## src/rtl/hint_pkg.sv

```systemverilog
// Shared constants and helpers for the hint queue.
// Default geometry and the hint bit carrying the arithmetic flag.
package hint_pkg;

    localparam int HINT_ARITH_BIT = 0;
    localparam int DEF_DEPTH      = 8;
    localparam int DEF_HINT_W     = 4;
    localparam int DEF_WIN        = 4;

    function automatic int cnt_w(input int n);
        return $clog2(n + 1);
    endfunction

endpackage

```

## src/rtl/hint_popcount.sv

```systemverilog
// Combinational population count of an N-bit vector.
// Used for the arithmetic-hint tally over the lookahead window.
module hint_popcount #(
    parameter int N = 4
) (
    input  logic [N-1:0]             in_i,
    output logic [$clog2(N+1)-1:0]   cnt_o
);

    localparam int CW = $clog2(N + 1);

    logic [CW-1:0] sum;

    always_comb begin
        sum = '0;
        for (int i = 0; i < N; i++) begin
            sum = sum + CW'(in_i[i]);
        end
    end

    assign cnt_o = sum;

endmodule

```

## src/rtl/hint_queue.sv

```systemverilog
// Circular hint queue with a masked lookahead window.
// Define HINT_QUEUE_ARITH_CNT_EN to enable the arith_cnt popcount.
module hint_queue
    import hint_pkg::*;
#(
    parameter int DEPTH  = DEF_DEPTH,
    parameter int HINT_W = DEF_HINT_W,
    parameter int WIN    = DEF_WIN
) (
    input  logic                      clk,
    input  logic                      rst,
    input  logic                      flush,
    input  logic                      push_valid,
    output logic                      push_ready,
    input  logic [HINT_W-1:0]         push_hint,
    output logic                      pop_valid,
    input  logic                      pop_ready,
    output logic [HINT_W-1:0]         pop_hint,
    output logic [WIN*HINT_W-1:0]     win_hints,
    output logic [WIN-1:0]            win_valid,
    output logic [cnt_w(DEPTH)-1:0]   count,
    output logic                      full,
    output logic                      empty,
    output logic                      overflow,
    output logic [cnt_w(WIN)-1:0]     arith_cnt
);

    localparam int PW = $clog2(DEPTH);
    localparam int CW = cnt_w(DEPTH);

    logic [HINT_W-1:0] mem_q [DEPTH];
    logic [PW-1:0]     rd_ptr_q, rd_ptr_d;
    logic [PW-1:0]     wr_ptr_q, wr_ptr_d;
    logic [CW-1:0]     count_q, count_d;
    logic              ovf_q, ovf_d;
    logic              push_fire;
    logic              pop_fire;

    assign full       = (count_q == CW'(DEPTH));
    assign empty      = (count_q == '0);
    assign push_ready = !full;
    assign pop_valid  = !empty;
    assign count      = count_q;
    assign overflow   = ovf_q;

    // flush wins over both handshakes
    assign push_fire = push_valid && push_ready && !flush;
    assign pop_fire  = pop_valid && pop_ready && !flush;

    always_comb begin
        rd_ptr_d = rd_ptr_q;
        wr_ptr_d = wr_ptr_q;
        count_d  = count_q;
        ovf_d    = ovf_q;
        if (flush) begin
            rd_ptr_d = '0;
            wr_ptr_d = '0;
            count_d  = '0;
            ovf_d    = 1'b0;
        end else begin
            if (push_fire) wr_ptr_d = wr_ptr_q + PW'(1);
            if (pop_fire)  rd_ptr_d = rd_ptr_q + PW'(1);
            unique case ({push_fire, pop_fire})
                2'b10:   count_d = count_q + CW'(1);
                2'b01:   count_d = count_q - CW'(1);
                default: count_d = count_q;
            endcase
            if (push_valid && full) ovf_d = 1'b1;
        end
    end

    always_ff @(posedge clk or posedge rst) begin
        if (rst) begin
            rd_ptr_q <= '0;
            wr_ptr_q <= '0;
            count_q  <= '0;
            ovf_q    <= 1'b0;
        end else begin
            rd_ptr_q <= rd_ptr_d;
            wr_ptr_q <= wr_ptr_d;
            count_q  <= count_d;
            ovf_q    <= ovf_d;
        end
    end

    // storage is never cleared; occupancy masks stale entries
    always_ff @(posedge clk) begin
        if (push_fire) mem_q[wr_ptr_q] <= push_hint;
    end

    assign pop_hint = empty ? '0 : mem_q[rd_ptr_q];

    for (genvar i = 0; i < WIN; i++) begin : g_win
        logic [PW-1:0] idx;
        assign idx = rd_ptr_q + PW'(i);
        assign win_valid[i] = (CW'(i) < count_q);
        assign win_hints[i*HINT_W +: HINT_W] =
            win_valid[i] ? mem_q[idx] : '0;
    end

`ifdef HINT_QUEUE_ARITH_CNT_EN
    logic [WIN-1:0] arith_v;

    for (genvar i = 0; i < WIN; i++) begin : g_arith
        assign arith_v[i] = win_valid[i]
            & win_hints[i*HINT_W + HINT_ARITH_BIT];
    end

    hint_popcount #(
        .N(WIN)
    ) u_popcount (
        .in_i (arith_v),
        .cnt_o(arith_cnt)
    );
`else
    assign arith_cnt = '0;
`endif

endmodule

```

## config.mk

```make
export PLATFORM = sky130hd
export DESIGN_NAME = hint_queue
export DESIGN_NICKNAME = d
export VERILOG_FILES = /design/src/rtl/hint_pkg.sv /design/src/rtl/hint_popcount.sv /design/src/rtl/hint_queue.sv
export SDC_FILE = /design/constraint.sdc
export NUM_CORES = 1
export LEC_CHECK = 0
export CORE_MARGIN = 4
export CORE_UTILIZATION = 50
export CTS_BUF_LIST = sky130_fd_sc_hd__clkbuf_4 sky130_fd_sc_hd__clkbuf_8
export DETAILED_ROUTE_END_ITERATION = 10
export PLACE_DENSITY = 0.78
export SLEW_MARGIN = 20
export SYNTH_ARGS = -nofsm -noshare
export SYNTH_HDL_FRONTEND = slang
export SYNTH_SLANG_ARGS = --single-unit
```

## constraint.sdc

```tcl
create_clock -name clk -period 2.5 [get_ports clk]
set_input_delay 0.25 -clock clk [delete_from_list [all_inputs] [get_ports clk]]
set_output_delay 0.25 -clock clk [all_outputs]
set_load 0.05 [all_outputs]
```

==> out/qor.json, run 1 <==
{
  "dieWidth_um": 82.92,
  "slew_viol_final": 0,
  "post_synth_instance_area_um2": 2806,
  "grt_usage_pct": 18.11,
  "chip_height_um": 82.92,
  "synth_flop_cell": "edfxtp_1",
  "worst_clock_skew_ns": 0.009358,
  "critical_path_required_ns": 2.25,
  "path_cells": "inv_1 -> ha_4 -> buf_8 -> mux4_2 -> mux2i_2 -> nor2_4 -> buf_4",
  "outcome": "completed",
  "cpMaxStageDelayCell": "dfrtp_1",
  "grt_setup_unrepaired": "no",
  "synth-edff-count": 32,
  "gr-total-overflow": 0,
  "instance_count_of_the_mapped_netlist": 235,
  "timing.hold.ws_ns": 0.2491,
  "maximum_ir_drop_on_the_vdd_rail_v": 0.0007991,
  "drt_first_pass_iters": 4,
  "ant_nets": 0,
  "number_of_antenna_violations_at_the_first_check_in_global_routing": 0,
  "worst_slack_ns": 0.1384,
  "fp-row-count": 27,
  "clock_latency_on_the_worst_skew_pair_ns": 0.30,
  "clk_pin_slew_worst_setup_hold_paths_ns": 0.08,
  "worst_slew_margin_rel_pct": 65.00,
  "htree_num_levels": 2,
  "detailedPlacementHpwl_um": 4848,
  "power.density_nw_per_um2": 1158,
  "route.detailed.vias_per_inst": 5.864,
  "routed_wire_length_per_instance_um": 18.03,
  "cts_root_buffer": "clkbuf_8",
  "synthArstFlopShare_pct": 25.58,
  "nFillCells": 415,
  "worst_slack_at_placement_ns": 0.3431,
  "dr.first_iter.drc_count": 212,
  "globalplace.congestion": 0.8650,
  "layoutNonFillerInstCount": 345,
  "syn_area_per_cell_um2": 11.94,
  "n_antenna_cell": 0,
  "port_buffers": 41,
  "tightestPinTransition_ns": 0.5234,
  "timing.fmax_mhz": 423.4,
  "report.final.setup_viol": 0,
  "num_vias": 2023,
  "cp-end-kind": "primary output",
  "most_common_cell_after_layout_fill_and_taps_aside": "edfxtp_1",
  "num_io_pins": 45,
  "design.die.area_um2": 6876,
  "drive_above_1_share_pct": 34.80,
  "holdBufCountCts": 0,
  "final_nets": 289,
  "place_inst": 336,
  "max_stage_delay_ns": 0.44,
  "timing.critical_path.max_delay_family": "multiplexers",
  "first_global_vias": 1993,
  "most_used_cells_in_the_layout_excluding_fill_and_tap_cells": "edfxtp_1 (32), buf_4 (20), mux2i_1 (18)",
  "number_of_remaining_drc_errors": 0,
  "number_of_buffers_created_by_cts": 5,
  "placedInstanceArea_um2": 3480,
  "areaGrowthSynthToFinish_pct": 28.93,
  "timing_worst_setup_path_type": "reg -> out",
  "final_area_um2": 3618,
  "post_synth_num_cell_types": 43,
  "max-clock-path-buffers": 2,
  "core_region_area_um2": 5473,
  "cts_sinks": 43,
  "startpoint_type": "flip-flop",
  "crit_fanout": 14,
  "cts_tree": "built",
  "wire_length_of_the_first_global_routing_pass_um": 9998,
  "layout_min_cycle_time_ns": 2.362,
  "hp-class": "in -> async",
  "number_of_synthesized_register_bits": 43,
  "synth-seq-area-share_pct": 44.05,
  "grt_max_degree": 34,
  "cap_violations": 0,
  "layout_worst_path_cycle_share_pct": 94.46,
  "cp.buffers_inverters": 3,
  "floorplan.initialDensity_pct": 51.28,
  "p_leak_nw": 1.281,
  "critical_path_arrival_ns": 2.11,
  "synth-warning-count": 0,
  "totalWireLength_um": 6219,
  "final_hold_viol_count": 0
}
==> repair_timing <==
item | in CTS | in global routing
hold endpoints to repair | 0 | 0
buffers inserted | 0 | 1
resized for setup | 0 | 8
endpoints found under the setup margin | 0 | 10
==> path summary, 6_finish.rpt <==
check                      slack [ns]           end  depth (start not counted)         from
min                              0.25      count[0]                          2          rst
max                              0.14  win_hints[6]                          7  rd_ptr_q[1]
max in group asynchronous        1.90      count[0]                          2          rst
min reg2reg                      0.50      overflow                          2     overflow
min in group clk                 0.50      overflow                          2     overflow
max reg2reg                      0.33   mem_q[6][0]                          6     count[0]
==> cells by family after synthesis <==
| group | Yosys count | synth area share [%] |
|---|---|---|
| compound gates | 41 | 10.30 |
| xor+xnor | 7 | 2.185 |
| fa+ha+maj | 8 | 3.567 |
| buf+inv | 35 | 6.910 |
| flops | 43 | 44.05 |
| mux | 42 | 22.29 |
| other cells | 1 | 0.1336 |
| simple gates | 58 | 10.57 |
==> cells in the mapped netlist, drive strengths merged, types with 2 or more instances <==
cell    count  area, um^2
clkbuf      6       22.52
nand3b      2       15.01
nand3       3       15.01
dfrtp      11       275.3
o21ai       2       10.01
mux4       16       360.4
or4         2       15.01
xnor2       3       26.28
o22ai      16       100.1
nor2       27       101.4
nand2       6       22.52
buf        17       121.4
nand2b      4       25.02
nor3        4       25.02
xor2        4       35.03
edfxtp     32       960.9
a21oi       5       25.02
o21a        8       60.06
o211ai      4       30.03
ha          8       100.1
inv        11       41.29
a211oi      3       27.52
and2        2       12.51
mux2i      25       250.2
==> where the power goes <==
part | switching [W] | total (W) | internal, W
Clock | 0.000233 | 0.000432 | 0.000199
Sequential | 0.0000783 | 0.000894 | 0.000815
Combinational | 0.00165 | 0.00286 | 0.00122
==> metal layers <==
layer	track usage (%)	wire, um
met5	0	0
met4	8.024	132
met3	3.671	322
met2	28.86	3158
met1	23.96	2605
==> layout make-up <==
cell class	count	area, um^2	area share (%)
multi-input combinational	159	1528	42.22
sequential	43	1244	34.37
timing repair buffer	51	610.6	16.87
tap	72	90.09	2.490
clock buffer	5	68.82	1.902
inverter	12	53.80	1.487
clock inverter	3	23.77	0.6570
==> per-stage QoR <==
stage               setup TNS [ns]  total power [W]  utilization [%]
floorplan                   -9.347         0.002925                -
finish                           0         0.004189            66.12
global placement                 0         0.003663            63.58
CTS                              0         0.004142            65.27
global route                     0         0.004385            66.12
detailed placement               0         0.003705            63.58
==> sequential cells by signal (all words and copies together) (netlist names) <==
signal / count
count: 4
mem_q: 32
overflow: 1
rd_ptr_q: 3
wr_ptr_q: 3
No activity file was read; power rests on OpenSTA's default activity.
==> run 2: changes to the inputs <==
Settings changed: CORE_MARGIN 4 to 3.
==> run 2 against run 1 <==
Worst hold slack improved by 0.0025 ns. Cell count decreased by 0.87%. Cell area is 0.35% lower. Register-to-register slack worse by 0.17 ns. Combinational power down 1%. Routed wire length decreased by 3.5%. Sequential power hardly changed. Critical endpoint is now pop_hint[3].
==> out/qor.json, run 2 (same netlist as run 1, synthesis figures left out) <==
{
  "clock_latency_on_the_worst_skew_pair": {"value": 0.30, "unit": "ns", "change": "about the same"},
  "routed_wire_length_per_instance": {"value": 17.55, "unit": "um", "change": "-2.6%"},
  "detailedPlacementHpwl": {"value": 4702, "unit": "um", "change": "-3.0%"},
  "fp-row-count": {"value": 26, "change": "-3.7%"},
  "grt_usage": {"value": 19.52, "unit": "%", "change": "+1.4 points"},
  "cts_root_buffer": "clkbuf_8",
  "ant_nets": {"value": 0, "change": "unchanged"},
  "hp-class": "in -> async",
  "final_area": {"value": 3606, "unit": "um^2", "change": "-0.35%"},
  "largest-register": "mem_q",
  "p_leak": {"value": 1.271, "unit": "nW", "change": "-0.74%"},
  "worst_clock_skew": {"value": 0.01114, "unit": "ns", "change": "+0.001778 ns"},
  "placedInstanceArea": {"value": 3477, "unit": "um^2", "change": "about the same"},
  "use_met3": {"value": 2.993, "unit": "%", "change": "-0.68 points"},
  "first_global_vias": {"value": 1866, "change": "-6.4%"},
  "final_hold_viol_count": {"value": 0, "change": "unchanged"},
  "num_io_pins": {"value": 45, "change": "unchanged"},
  "totalWireLength": {"value": 6002, "unit": "um", "change": "-3.5%"},
  "tightestPinTransition": {"value": 0.5204, "unit": "ns", "change": "-0.003074 ns"},
  "critical_path_required": {"value": 2.25, "unit": "ns", "change": "about the same"},
  "startpoint_type": "flip-flop",
  "most_used_cells_in_the_layout_excluding_fill_and_tap_cells": "edfxtp_1 (32), buf_4 (19), mux2i_1 (18)",
  "max_stage_delay": {"value": 0.55, "unit": "ns", "change": "+0.11 ns"},
  "timing.critical_path.max_delay_family": "flip-flops",
  "cp.buffers_inverters": {"value": 3, "change": "unchanged"},
  "drive_above_1_share": {"value": 34.93, "unit": "%", "change": "+0.13 points"},
  "layout.area.seq": {"value": 1245, "unit": "um^2", "change": "+0.10%"},
  "cpMaxStageDelayCell": "dfrtp_4",
  "drt_first_pass_iters": {"value": 4, "change": "unchanged"},
  "report.final.setup_viol": {"value": 0, "change": "unchanged"},
  "htree_num_levels": {"value": 2, "change": "unchanged"},
  "grt_util_met2": {"value": 30.21, "unit": "%", "change": "+1.4 points"},
  "slew_viol_final": {"value": 0, "change": "unchanged"},
  "largest_register_ffs": {"value": 32, "change": "unchanged"},
  "gr-usage-met1": {"value": 28.70, "unit": "%", "change": "+4.7 points"},
  "n_antenna_cell": {"value": 0, "change": "unchanged"},
  "floorplan.initialDensity": {"value": 53.25, "unit": "%", "change": "+2.0 points"},
  "most_common_cell_after_layout_fill_and_taps_aside": "edfxtp_1",
  "critical_path_arrival": {"value": 2.10, "unit": "ns", "change": "about the same"},
  "cts_setup_buffers": {"value": 0, "change": "unchanged"},
  "grt_setup_unrepaired": "no",
  "crit_fanout": {"value": 10, "change": "-4"},
  "dieWidth": {"value": 80.92, "unit": "um", "change": "-2.4%"},
  "timing.hold.ws": {"value": 0.2517, "unit": "ns", "change": "+0.002502 ns"},
  "timing.fmax": {"value": 426.4, "unit": "MHz", "change": "+0.69%"},
  "port_buffers": {"value": 41, "change": "unchanged"},
  "power.density": {"value": 1156, "unit": "nW/um^2", "change": "-0.17%"},
  "clk_pin_slew_worst_setup_hold_paths": {"value": 0.09, "unit": "ns", "change": "about the same"},
  "final_util": {"value": 68.42, "unit": "%", "change": "+2.3 points"},
  "areaGrowthSynthToFinish_pct": 28.49,
  "layout_min_cycle_time": {"value": 2.345, "unit": "ns", "change": "-0.01610 ns"},
  "max-clock-path-buffers": {"value": 2, "change": "unchanged"},
  "worst_slew_margin_rel": {"value": 65.27, "unit": "%", "change": "+0.28 points"},
  "layout_worst_path_cycle_share": {"value": 93.82, "unit": "%", "change": "-0.64 points"},
  "nFillCells": {"value": 373, "change": "-10%"},
  "outcome": "completed",
  "number_of_antenna_violations_at_the_first_check_in_global_routing": {"value": 0, "change": "unchanged"},
  "holdBufCountCts": {"value": 0, "change": "unchanged"},
  "globalplace.congestion": {"value": 0.8448, "change": "-2.3%"},
  "final_nets": {"value": 288, "change": "-0.35%"},
  "number_of_remaining_drc_errors": {"value": 0, "change": "unchanged"},
  "path_cells": "inv_2 -> ha_4 -> or3b_1 -> buf_4 -> o21a_1 -> buf_12",
  "maximum_ir_drop_on_the_vdd_rail": {"value": 0.0007275, "unit": "V", "change": "-9.0%"},
  "dr.first_iter.drc_count": {"value": 154, "change": "-27%"},
  "multiInputGateArea": {"value": 1528, "unit": "um^2", "change": "unchanged"},
  "gr-total-overflow": {"value": 0, "change": "unchanged"},
  "gr-max-usage-layer": "met2",
  "wire_length_of_the_first_global_routing_pass": {"value": 9528, "unit": "um", "change": "-4.7%"},
  "cap_violations": {"value": 0, "change": "unchanged"},
  "cts_sinks": {"value": 43, "change": "unchanged"},
  "cts_tree": "built",
  "timing_worst_setup_path_type": "reg -> out",
  "core_region_area": {"value": 5270, "unit": "um^2", "change": "-3.7%"},
  "route.detailed.vias_per_inst": {"value": 5.836, "change": "-0.47%"},
  "chip_height": {"value": 80.92, "unit": "um", "change": "-2.4%"},
  "cp-end-kind": "primary output",
  "grt_max_degree": {"value": 34, "change": "unchanged"},
  "num_vias": {"value": 1996, "change": "-1.3%"},
  "number_of_buffers_created_by_cts": {"value": 5, "change": "unchanged"},
  "design.die.area": {"value": 6548, "unit": "um^2", "change": "-4.8%"}
}
-- run 2: cell count changes in the layout (fill, tap and decap cells not counted) --
cell | before | now
dfrtp_1 | 7 | 6
buf_6 | 0 | 1
buf_4 | 20 | 19
dfrtp_2 | 3 | 4
buf_8 | 1 | 0
-- run 2: routing by layer --
layer,vias to the layer above,wire [um],share of wire [%]
li1,953,-,-
met1,965,2778,46
met2,74,2837,47
met3,4,350,5.8
met4,0,36,0.60
met5,-,0,0
-- run 2: through the flow --
step                      setup TNS, ns  power, W  worst slack [ns]  instances
after global routing                  0  0.004373           0.05024        342
after floorplan                  -9.347  0.002925           -0.6091        237
final                                 0  0.004167            0.1545        342
after global placement                0  0.003666            0.1903        334
after CTS                             0  0.004163           0.02850        342
after detailed placement              0  0.003698            0.1845        334
-- run 2: final timing paths --
| check | start | end | slack (ns) | depth (start not counted) |
|---|---|---|---|---|
| worst max-delay path | count[0] | pop_hint[3] | 0.15 | 6 |
| worst min-delay path | rst | wr_ptr_q[2] | 0.25 | 2 |
| worst max register to register | count[0] | mem_q[6][1] | 0.16 | 6 |
| worst min register to register | overflow | overflow | 0.49 | 2 |
| max in group asynchronous | rst | count[0] | 1.90 | 2 |
| min in group clk | overflow | overflow | 0.49 | 2 |
-- run 2: what timing repair did --
action | in CTS | in global routing
endpoints found under the hold margin | 0 | 0
gates resized for setup | 2 | 6
setup endpoints to repair | 7 | 11
-- run 2: worst register-to-register path, stage by stage (launching register included) --
cell	delay, ns
dfrtp_4	0.50
inv_2	0.08
ha_4	0.17
nand3b_1	0.27
clkinvlp_4	0.17
or4b_4	0.56
nor2_2	0.26
-- run 2: power breakdown --
part           total [W]  internal [W]  switching, W  leakage, nW
Sequential      0.000894      0.000816     0.0000778        0.431
Combinational    0.00282       0.00120       0.00162        0.800
Clock           0.000452      0.000200      0.000252       0.0408
Total            0.00417       0.00222       0.00195         1.27
-- run 2: layout make-up --
cell class	instances	area share [%]
flip-flops and latches	43	34.52
multi-input cells	159	42.37
repair buffers	50	16.62
clock inverters	3	0.6593
inverters	12	1.492
clock buffers	5	1.908
well taps	70	2.429
==> run 3: changes to the inputs <==
Settings changed: CORE_MARGIN 3 to default, CORE_UTILIZATION 50 to 55, DONT_BUFFER_PORTS from default to 1, PLACE_DENSITY 0.78 to 0.73.
==> run 3 against run 2 <==
Sequential cell count is the same. Worst setup slack got worse by 0.014 ns. Clock skew hardly changed.
==> out/qor.json, run 3 (same netlist as run 1, synthesis figures left out) <==
{
  "timing_worst_setup_path_type": "reg -> out",
  "slew_viol_final": {"value": 0, "change": "unchanged"},
  "max-clock-path-buffers": {"value": 2, "change": "unchanged"},
  "final_area": {"value": 3267, "unit": "um^2", "change": "-9.4%"},
  "route.detailed.vias_per_inst": {"value": 6.324, "change": "+8.4%"},
  "cap_violations": {"value": 0, "change": "unchanged"},
  "p_leak": {"value": 1.131, "unit": "nW", "change": "-11%"},
  "drive_above_1_share": {"value": 34.66, "unit": "%", "change": "-0.27 points"},
  "drt_first_pass_iters": {"value": 4, "change": "unchanged"},
  "critical_path_arrival": {"value": 2.11, "unit": "ns", "change": "about the same"},
  "placedInstanceArea": {"value": 3141, "unit": "um^2", "change": "-9.7%"},
  "outcome": "completed",
  "most_used_cells_in_the_layout_excluding_fill_and_tap_cells": "edfxtp_1 (32), buf_4 (21), mux2i_1 (18)",
  "layout_worst_path_cycle_share": {"value": 94.37, "unit": "%", "change": "+0.55 points"},
  "final_nets": {"value": 267, "change": "-7.3%"},
  "fp-row-count": {"value": 25, "change": "-3.8%"},
  "layoutNonFillerInstCount": {"value": 318, "change": "-7.0%"},
  "worst_slack_at_placement": {"value": 0.2980, "unit": "ns", "change": "+0.1136 ns"},
  "num_vias": {"value": 2011, "change": "+0.75%"},
  "layout.area.seq": {"value": 1245, "unit": "um^2", "change": "unchanged"},
  "cts_root_buffer": "clkbuf_8",
  "routed_wire_length_per_instance": {"value": 20.05, "unit": "um", "change": "+14%"},
  "power.density": {"value": 1161, "unit": "nW/um^2", "change": "+0.50%"},
  "grt_setup_unrepaired": "no",
  "htree_num_levels": {"value": 2, "change": "unchanged"},
  "place_inst": {"value": 307, "change": "-8.1%"},
  "areaGrowthSynthToFinish_pct": 16.41,
  "multiInputGateArea": {"value": 1504, "unit": "um^2", "change": "-1.6%"},
  "worst_clock_skew": {"value": 0.01136, "unit": "ns", "change": "+0.0002212 ns"},
  "grt_usage": {"value": 26.04, "unit": "%", "change": "+6.5 points"},
  "clock_latency_on_the_worst_skew_pair": {"value": 0.30, "unit": "ns", "change": "about the same"},
  "cts_setup_buffers": {"value": 0, "change": "unchanged"},
  "startpoint_type": "flip-flop",
  "number_of_remaining_drc_errors": {"value": 0, "change": "unchanged"},
  "worst_slack": {"value": 0.1408, "unit": "ns", "change": "-0.01369 ns"},
  "globalplace.congestion": {"value": 0.8645, "change": "+2.3%"},
  "timing.fmax": {"value": 423.9, "unit": "MHz", "change": "-0.58%"},
  "ant_nets": {"value": 0, "change": "unchanged"},
  "critical_path_required": {"value": 2.25, "unit": "ns", "change": "about the same"},
  "maximum_ir_drop_on_the_vdd_rail": {"value": 0.0004658, "unit": "V", "change": "-36%"},
  "largest-register": "mem_q",
  "hp-class": "in -> reg",
  "number_of_antenna_violations_at_the_first_check_in_global_routing": {"value": 0, "change": "unchanged"},
  "timing.hold.ws": {"value": 0.008337, "unit": "ns", "change": "-0.2433 ns"},
  "n_antenna_cell": {"value": 0, "change": "unchanged"},
  "largest_register_ffs": {"value": 32, "change": "unchanged"},
  "tightestPinTransition": {"value": 0.7388, "unit": "ns", "change": "+0.2184 ns"},
  "final_hold_viol_count": {"value": 0, "change": "unchanged"},
  "crit_fanout": {"value": 8, "change": "-2"},
  "num_io_pins": {"value": 45, "change": "unchanged"},
  "most_common_cell_after_layout_fill_and_taps_aside": "edfxtp_1",
  "hold-path-cell-count": 1,
  "chip_height": {"value": 73.43, "unit": "um", "change": "-9.3%"},
  "detailedPlacementHpwl": {"value": 4874, "unit": "um", "change": "+3.7%"},
  "totalWireLength": {"value": 6376, "unit": "um", "change": "+6.2%"},
  "worst_slew_margin_rel": {"value": 50.58, "unit": "%", "change": "-15 points"},
  "cts_sinks": {"value": 43, "change": "unchanged"},
  "dieWidth": {"value": 73.43, "unit": "um", "change": "-9.3%"},
  "core_region_area": {"value": 4817, "unit": "um^2", "change": "-8.6%"},
  "dr.first_iter.drc_count": {"value": 153, "change": "-0.65%"},
  "grt_max_degree": {"value": 34, "change": "unchanged"},
  "clk_pin_slew_worst_setup_hold_paths": {"value": 0.09, "unit": "ns", "change": "about the same"},
  "layout_min_cycle_time": {"value": 2.359, "unit": "ns", "change": "+0.01369 ns"},
  "gr-total-overflow": {"value": 0, "change": "unchanged"},
  "timing.reg2reg.worst_path_depth": {"value": 7, "change": "+1"},
  "design.die.area": {"value": 5392, "unit": "um^2", "change": "-18%"},
  "cts_tree": "built",
  "report.final.setup_viol": {"value": 0, "change": "unchanged"},
  "nFillCells": {"value": 355, "change": "-4.8%"},
  "port_buffers": {"value": 0, "change": "-100%"},
  "cp-end-kind": "primary output",
  "floorplan.initialDensity": {"value": 58.26, "unit": "%", "change": "+5.0 points"},
  "first_global_vias": {"value": 2012, "change": "+7.8%"},
  "wire_length_of_the_first_global_routing_pass": {"value": 10340, "unit": "um", "change": "+8.5%"},
  "number_of_buffers_created_by_cts": {"value": 5, "change": "unchanged"}
}
run 3: timing repair:
action / CTS / global route
hold buffers: 2 / 1
resized for setup: 0 / 2
setup endpoints to repair: 0 / 5
endpoints found under the hold margin: 13 / 1
run 3: critical path: stages, from the launching register on:
cell and delay, ns:
dfrtp_4 0.50, inv_2 0.08, ha_4 0.15, or3b_1 0.46
buf_4 0.26, o21a_1 0.17, buf_12 0.18
run 3: stage by stage:
stage / total power, W / utilization [%] / TNS [ns]
2_1_floorplan: 0.002925 / - / -9.347
3_3_place_gp: 0.003291 / 65.19 / 0
3_5_place_dp: 0.003344 / 65.19 / 0
4_1_cts: 0.003795 / 67.53 / 0
5_1_grt: 0.003958 / 67.82 / 0
6_report: 0.003794 / 67.82 / 0
run 3: final timing paths:
check	startpoint	endpoint	slack, ns
setup / recovery	count[0]	pop_hint[2]	0.14
hold / removal	flush	overflow	0.008
setup reg to reg	count[0]	count[1]	0.28
hold reg to reg	rd_ptr_q[1]	rd_ptr_q[1]	0.62
max in group asynchronous	rst	count[0]	1.74
min in group asynchronous	rst	count[0]	0.40
run 3: power by group:
group | switching [W] | total (W) | internal (W)
sequential | 0.0000514 | 0.000867 | 0.000816
combinational | 0.00158 | 0.00247 | 0.000896
clock | 0.000252 | 0.000452 | 0.000200
run 3: cell type report:
type | count | share of cell area (%)
clock buffers | 5 | 2.106
clock inverters | 3 | 0.7277
inverters | 12 | 1.647
multi-input cells | 159 | 46.04
flip-flops and latches | 43 | 38.11
well taps | 67 | 2.566
repair buffers | 29 | 8.809
run 3: routing by layer:
metal	global-route usage (%)	share of wire (%)
met2	39.92	47
met5	0	0
met4	11.32	2.4
met3	3.841	6.3
met1	37.28	44
